[src/rtl/univ_counter_ctrl.sv]
// rtl/univ_counter_ctrl.sv - sequencing controller for a universal binary counter
module univ_counter_ctrl #(
    parameter int N      = 8,
    parameter int DIV_W  = 4,
    parameter int WRAP_W = 8
) (
    input  logic              clk,
    input  logic              reset,
    input  logic              start,
    input  logic              stop,
    input  logic              hold,
    input  logic              mode_reload,
    input  logic              dir_up,
    input  logic [N-1:0]      limit,
    input  logic [DIV_W-1:0]  div,
    input  logic [N-1:0]      cnt_q,
    input  logic              cnt_min_tick,
    output logic              cnt_syn_clr,
    output logic              cnt_load,
    output logic              cnt_en,
    output logic              cnt_up,
    output logic [N-1:0]      cnt_d,
    output logic              busy,
    output logic              done_tick,
    output logic [WRAP_W-1:0] wrap_cnt
);

    typedef enum logic [1:0] {
        S_IDLE = 2'd0,
        S_LOAD = 2'd1,
        S_RUN  = 2'd2
    } state_t;

    state_t             state, state_nxt;
    logic [N-1:0]       limit_r, limit_nxt;
    logic               dir_r, dir_nxt;
    logic               mode_r, mode_nxt;
    logic [DIV_W-1:0]   div_r, div_nxt;
    logic [DIV_W-1:0]   presc, presc_nxt;
    logic [WRAP_W-1:0]  wrap_r, wrap_nxt;
    logic               term;

    // Terminal test looks at the counter as it stands, before any step this cycle.
    assign term     = dir_r ? (cnt_q == limit_r) : cnt_min_tick;
    assign wrap_cnt = wrap_r;

    always_ff @(posedge clk) begin
        if (reset) begin
            state   <= S_IDLE;
            limit_r <= '0;
            dir_r   <= 1'b0;
            mode_r  <= 1'b0;
            div_r   <= '0;
            presc   <= '0;
            wrap_r  <= '0;
        end else begin
            state   <= state_nxt;
            limit_r <= limit_nxt;
            dir_r   <= dir_nxt;
            mode_r  <= mode_nxt;
            div_r   <= div_nxt;
            presc   <= presc_nxt;
            wrap_r  <= wrap_nxt;
        end
    end

    always_comb begin
        state_nxt   = state;
        limit_nxt   = limit_r;
        dir_nxt     = dir_r;
        mode_nxt    = mode_r;
        div_nxt     = div_r;
        presc_nxt   = presc;
        wrap_nxt    = wrap_r;
        cnt_syn_clr = 1'b0;
        cnt_load    = 1'b0;
        cnt_en      = 1'b0;
        cnt_up      = 1'b0;
        cnt_d       = '0;
        busy        = 1'b0;
        done_tick   = 1'b0;

        case (state)
            S_IDLE: begin
                if (start) begin
                    limit_nxt = limit;
                    dir_nxt   = dir_up;
                    mode_nxt  = mode_reload;
                    div_nxt   = div;
                    wrap_nxt  = '0;
                    state_nxt = S_LOAD;
                end
            end

            S_LOAD: begin
                busy   = 1'b1;
                cnt_up = dir_r;
                if (dir_r) begin
                    cnt_syn_clr = 1'b1;
                end else begin
                    cnt_load = 1'b1;
                    cnt_d    = limit_r;
                end
                presc_nxt = '0;
                state_nxt = stop ? S_IDLE : S_RUN;
            end

            S_RUN: begin
                busy   = 1'b1;
                cnt_up = dir_r;
                if (stop) begin
                    state_nxt = S_IDLE;
                end else if (term) begin
                    // Never enable at terminal: the counter must not wrap past limit.
                    done_tick = 1'b1;
                    wrap_nxt  = wrap_r + 1'b1;
                    state_nxt = mode_r ? S_LOAD : S_IDLE;
                end else if (!hold) begin
                    if (presc == div_r) begin
                        cnt_en    = 1'b1;
                        presc_nxt = '0;
                    end else begin
                        presc_nxt = presc + 1'b1;
                    end
                end
            end

            default: state_nxt = S_IDLE;
        endcase
    end

endmodule

[config.mk]
export PLATFORM = sky130hd
export DESIGN_NAME = univ_counter_ctrl
export DESIGN_NICKNAME = d
export VERILOG_FILES = /design/src/rtl/univ_counter_ctrl.sv
export SDC_FILE = /design/constraint.sdc
export NUM_CORES = 1
export LEC_CHECK = 0
export CELL_PAD_IN_SITES_DETAIL_PLACEMENT = 0
export CELL_PAD_IN_SITES_GLOBAL_PLACEMENT = 2
export CORE_ASPECT_RATIO = 0.9
export CORE_UTILIZATION = 24
export DETAILED_ROUTE_END_ITERATION = 16
export PLACE_DENSITY = 0.84
export SLEW_MARGIN = 25
export SYNTH_ARGS = -nofsm -noshare
export SYNTH_HDL_FRONTEND = slang
export SYNTH_SLANG_ARGS = --single-unit
[constraint.sdc]
create_clock -name clk -period 1.6 [get_ports clk]
set_input_delay 0.24 -clock clk [delete_from_list [all_inputs] [get_ports clk]]
set_output_delay 0.24 -clock clk [all_outputs]
set_load 0.005 [all_outputs]
**After elaboration in Yosys (flattened, before gate mapping)**

Cells that the tools add are included.

- Flip-flop bits (word level): 28
- Bits of input ports: 28
- Output and inout port bits: 22
- Word-level logic and storage cells: 59

- Add/sub/neg operators: 2
- Equality and inequality tests: 10
- Multiplexer cells: 32
- Reductions and logical operators: 8

Operator list:

| cell | number |
|---|---|
| two-way mux 8 bit | 5 |
| two-way mux 1 bit | 16 |
| two-way mux 4 bit | 4 |
| case mux 8 bit (2 select lines) | 1 |
| inequality test 2 bit (second input constant) | 5 |
| adder 8 x 1 -> 8 bit (second input constant) | 1 |
| == test 8 bit | 1 |
| two-way mux 2 bit | 4 |
| case mux 4 bit (2 select lines) | 1 |
| AND reduction 4 bit | 2 |
| case mux 2 bit (3 select lines) | 1 |
| adder 4 x 1 -> 4 bit (second input constant) | 1 |
| == test 4 bit | 1 |
| AND reduction 2 bit | 2 |
| nonzero test 2 bit | 2 |
| inequality test 3 bit (second input constant) | 1 |
| == test 2 x 1 -> 1 bit (second input constant) | 1 |
| == test 2 bit (second input constant) | 1 |
| logical NOT 2 bit | 1 |
| OR reduction 2 bit | 1 |

**Longest topological paths before layout**

- Depth after elaboration: 6
- Gate-level depth with buffers: 8
- Depth with buffers taken out: 7

**Worst setup path before layout**

Ideal clock, no wire load.

- Path type: reg-to-reg
- Start: register state[0]
- End: register wrap_r[5] (netlist: wrap_cnt[5])
- Library setup time: 0.092 ns
- Arrival: 1.581 ns
- Data required time: 1.508 ns
- Slack: -0.073 ns
- Stages on the path, launching flop included: 8
- Buffers on the path: 1
- Clock period less this slack: 1.673 ns
- Cells stage by stage: dfxtp_1 -> inv_1 -> ha_1 -> inv_1 -> nor2_1 -> clkbuf_1 -> or4_1 -> o32ai_1

- Word-level cells in the longest chain between the ends: 3
- Elaborated cells between the ends (all ways): 8
- Classes of those cells: eq/ne: 4; mux: 1; reduce/logical: 3

Ends and longest elaborated chain:

| element | RTL line | text |
|---|---|---|
| start: declaration | 34 | `state_t state, state_nxt;` |
| start signal: assignment | 57 | `state <= state_nxt;` |
| == test 2 bit / logical NOT 2 bit (equally long branches) | 83 | `case (state)` |
| inequality test 2 bit (no line) / nonzero test 2 bit (equally long branches) | - |  |
| AND reduction 4 bit (no line) | - |  |
| end signal: assignment | 63 | `wrap_r <= wrap_nxt;` |
| end: declaration | 40 | `logic [WRAP_W-1:0] wrap_r, wrap_nxt;` |

Several ways; a longest one is shown, not always the timed one.
A chain may end at the register's enable or synchronous reset.

**Worst setup path in the final report**

- Start: register div_r[3]
- End: output port cnt_en

- Word-level cells in the longest chain between the ends: 6

Ends and longest elaborated chain:

| element | RTL line | text |
|---|---|---|
| start: declaration | 38 | `logic [DIV_W-1:0] div_r, div_nxt;` |
| start signal: assignment | 61 | `div_r <= div_nxt;` |
| == test 4 bit | 119 | `if (presc == div_r) begin` |
| two-way mux 1 bit | 119 |  |
| two-way mux 1 bit | 118 | `end else if (!hold) begin` |
| two-way mux 1 bit | 113 | `end else if (term) begin` |
| two-way mux 1 bit | 111 | `if (stop) begin` |
| two-way mux 1 bit | 83 |  |
| end: declaration | 20 | `output logic cnt_en,` |

No other way between the ends.

==> impl_metrics.env <==
export IMPL_die_y_um=81.5
export IMPL_switchingPower_mw=0.634
export IMPL_clk_pin_slew_ns=0.09
export IMPL_syn2layout_area_growth_pct=96.9
export IMPL_cts_made_buffers=3
export IMPL_ff_latch_area_um2=586
export IMPL_grt_max_degree=19
export IMPL_p_per_area_nw_per_um2=614
export IMPL_setup_viol=21
export IMPL_synthArstFlopShare_pct=0
export IMPL_ys_ff_latch=28
export IMPL_cts_root_buf="clkbuf_8"
export IMPL_end_kind="output port"
export IMPL_syn_nets=244
export IMPL_antenna_found_initial=0
export IMPL_maxSlewHeadroom_pct=79.4
export IMPL_antenna_left=0
export IMPL_pre_cts_slack_ns=-0.749
export IMPL_grt_setup_unrepaired="true"
export IMPL_peakVddDrop_mv=0.322
export IMPL_die_area_um2=7370
export IMPL_crit_type="reg2out"
export IMPL_grt_pass1_wl_mm=9.22
export IMPL_drive_gt1_share_pct=53.9
export IMPL_rows=28
export IMPL_overflow=0
export IMPL_gp_congestion=0.778
export IMPL_port_buffer_count=49
export IMPL_dp_final_hpwl_mm=3.92
export IMPL_yosysWarningCount=0
export IMPL_p_leak_nw=1.33
export IMPL_cts_max_level=1
export IMPL_hold_viol_final=0
export IMPL_required_ns=1.36
export IMPL_drt_iter0_drc=50
export IMPL_violations="negative setup slack"
export IMPL_yosysSeqAreaShare_pct=33.2
export IMPL_yosysTopAreaCellShare_pct=33.2
export IMPL_drtPass1Iterations=4
export IMPL_totalWireLength_mm=5.81
export IMPL_max_freq_mhz=537
export IMPL_maxSlewViolCount=0
export IMPL_synth_edf_count=0
export IMPL_synthCells=210
export IMPL_finalPower_mw=2.04
export IMPL_initial_core_util_pct=25.2
export IMPL_worst_slack_ns=-0.261
export IMPL_p_comb_share_pct=43.2
export IMPL_min_period_ns=1.86
export IMPL_die_x_um=90.4
export IMPL_grt_total_usage_pct=15.6
export IMPL_switching_share_pct=31.1
export IMPL_drcViolationCount=0
export IMPL_internal_power_mw=1.41
export IMPL_clock_latency_ns=0.28
export IMPL_num_vias=1920
export IMPL_wire_per_inst_um=14.1
export IMPL_cts_tree="done"
export IMPL_p_seq_share_pct=37.5
export IMPL_hold_path_class="reg2reg"
export IMPL_clkPwrFrac_pct=19.3
export IMPL_netlist_area_um2=1690
export IMPL_cts_buffer_depth=2
export IMPL_synth_distinct_cells=50
export IMPL_ys_flop_type="dfxtp_1"
export IMPL_synth_avg_cell_area_um2=8.03
export IMPL_skew_ns=0.0128
export IMPL_vias_per_cell=4.67
export IMPL_synth_area_leaders="dfxtp_1, nand2_1, a21oi_1"
export IMPL_grt_pass1_vias=1867
export IMPL_fillers=629
export IMPL_crit_fanout=2
export IMPL_core_region_area_um2=6690
export IMPL_hold_slack_ns=0.471
export IMPL_antenna_cells=0
export IMPL_status="finished, violations left"
export IMPL_multi_input_area_um2=1440
export IMPL_startpoint_type="register"
export IMPL_io_pin_count=50
export IMPL_cts_sinks=28
export IMPL_maxCapViolCount=0
export IMPL_worst_slew_pin_slew_ns=0.305
export IMPL_cp_arrival_ns=1.62
export IMPL_nNetsFinal=357
export IMPL_yosysTopAreaCell="dfxtp_1"
export IMPL_fin_crit_sh_pct=116
[per-stage QoR]
stage	instance area (um^2)	TNS, ns	utilization [%]	instances
after CTS	3090	-1.97	46.2	407
after global routing	3320	-3.15	49.6	411
after detailed placement	2670	-8.35	39.9	389
after global placement	2670	-8.16	39.9	389
final	3320	-1.73	49.6	411
after floorplan	1700	0	-	210
[placed cells by master (no fill, tap or decap), drive strengths merged, types with 4 or more instances in the layout]
cell type	Yosys	layout
and3	4	4
clkdlybuf4s50	0	27
xor2	6	6
dfxtp	28	28
ha	6	6
o32ai	7	7
dlygate4sd2	0	9
nor2b	4	4
nand2b	4	4
nor2	9	9
and2	11	11
or4	4	4
xnor2	6	6
inv	8	8
nand3	7	7
a21oi	22	22
nand2	40	40
buf	2	81
[final timing paths]
check | startpoint | end | slack, ns | cells after the start
worst max-delay path | div_r[3] | cnt_en | -0.26 | 4
worst min-delay path | div_r[1] | div_r[1] | 0.47 | 2
worst max register to register | state[1] | presc[3] | -0.13 | 8
worst min register to register | div_r[1] | div_r[1] | 0.47 | 2
[state kept, by name, summed over array words and instances (netlist names)]
name,flops
limit_r,8
wrap_cnt,8
state,2
dir_r,1
div_r,4
mode_r,1
presc,4
[power by group through the flow]
stage | Clock, mW | Combinational (mW) | Sequential, mW
after detailed placement | 0 | 0.610 | 0.772
final | 0.393 | 0.882 | 0.765
after floorplan | 0 | 0.277 | 0.769
after global placement | 0 | 0.609 | 0.771
after CTS | 0.413 | 0.785 | 0.764
after global routing | 0.437 | 0.942 | 0.771
[worst max-delay path, cell delays in order (launching register included)]
cell and delay [ns]:
dfxtp_2 0.34, xor2_2 0.18, or4_4 0.55, nor4_2 0.13, buf_2 0.15
[cell type report]
type	count	area share, %
clock buffers	3	1.24
well taps	90	3.39
multi-input cells	165	43.2
flip-flops and latches	28	17.6
inverters	8	1.13
repair buffers	117	33.4
[logic make-up (layout without fill, tap and decap cells)]
kind of cell,Yosys count,in the layout,synth area share (%)
AND/OR/NAND/NOR,97,97,31.0
multiplexers,2,2,1.19
flip-flops,28,28,33.2
XOR/XNOR,12,12,6.23
adder cells (fa/ha/maj),6,6,4.45
AO/OA/AOI/OAI,48,48,20.0
buffers and inverters,17,128,3.86
[timing repair]
item                       in CTS  in global routing
buffers inserted               15                  5
setup endpoints to repair      28                 28
hold buffers                    0                  0
gates resized for setup       134                 53
gates cloned                    1                  0
pin swaps                      38                 32
[routing by layer]
metal	track usage [%]	vias up	routed length (um)
met5	0	-	0
met4	2.42	0	40
li1	-	978	-
met1	20.4	906	2760
met3	2.69	4	155
met2	27.7	32	2860
[cells in the mapped netlist (2+ instances only)]
master / count
nand2_1: 40
dfxtp_1: 28
a21oi_1: 22
and2_1: 9
nor2_1: 8
clkbuf_1: 7
inv_1: 7
nand3_1: 7
o32ai_1: 7
ha_1: 6
xnor2_1: 6
xor2_1: 6
nand2b_1: 4
nor2b_1: 4
or4_1: 4
a221oi_1: 3
a22oi_1: 2
a31oi_1: 2
and3_1: 2
and4_4: 2
mux2i_1: 2
nand4_1: 2
nor4_1: 2
o21ai_0: 2
No activity file was read; power rests on OpenSTA's default activity.
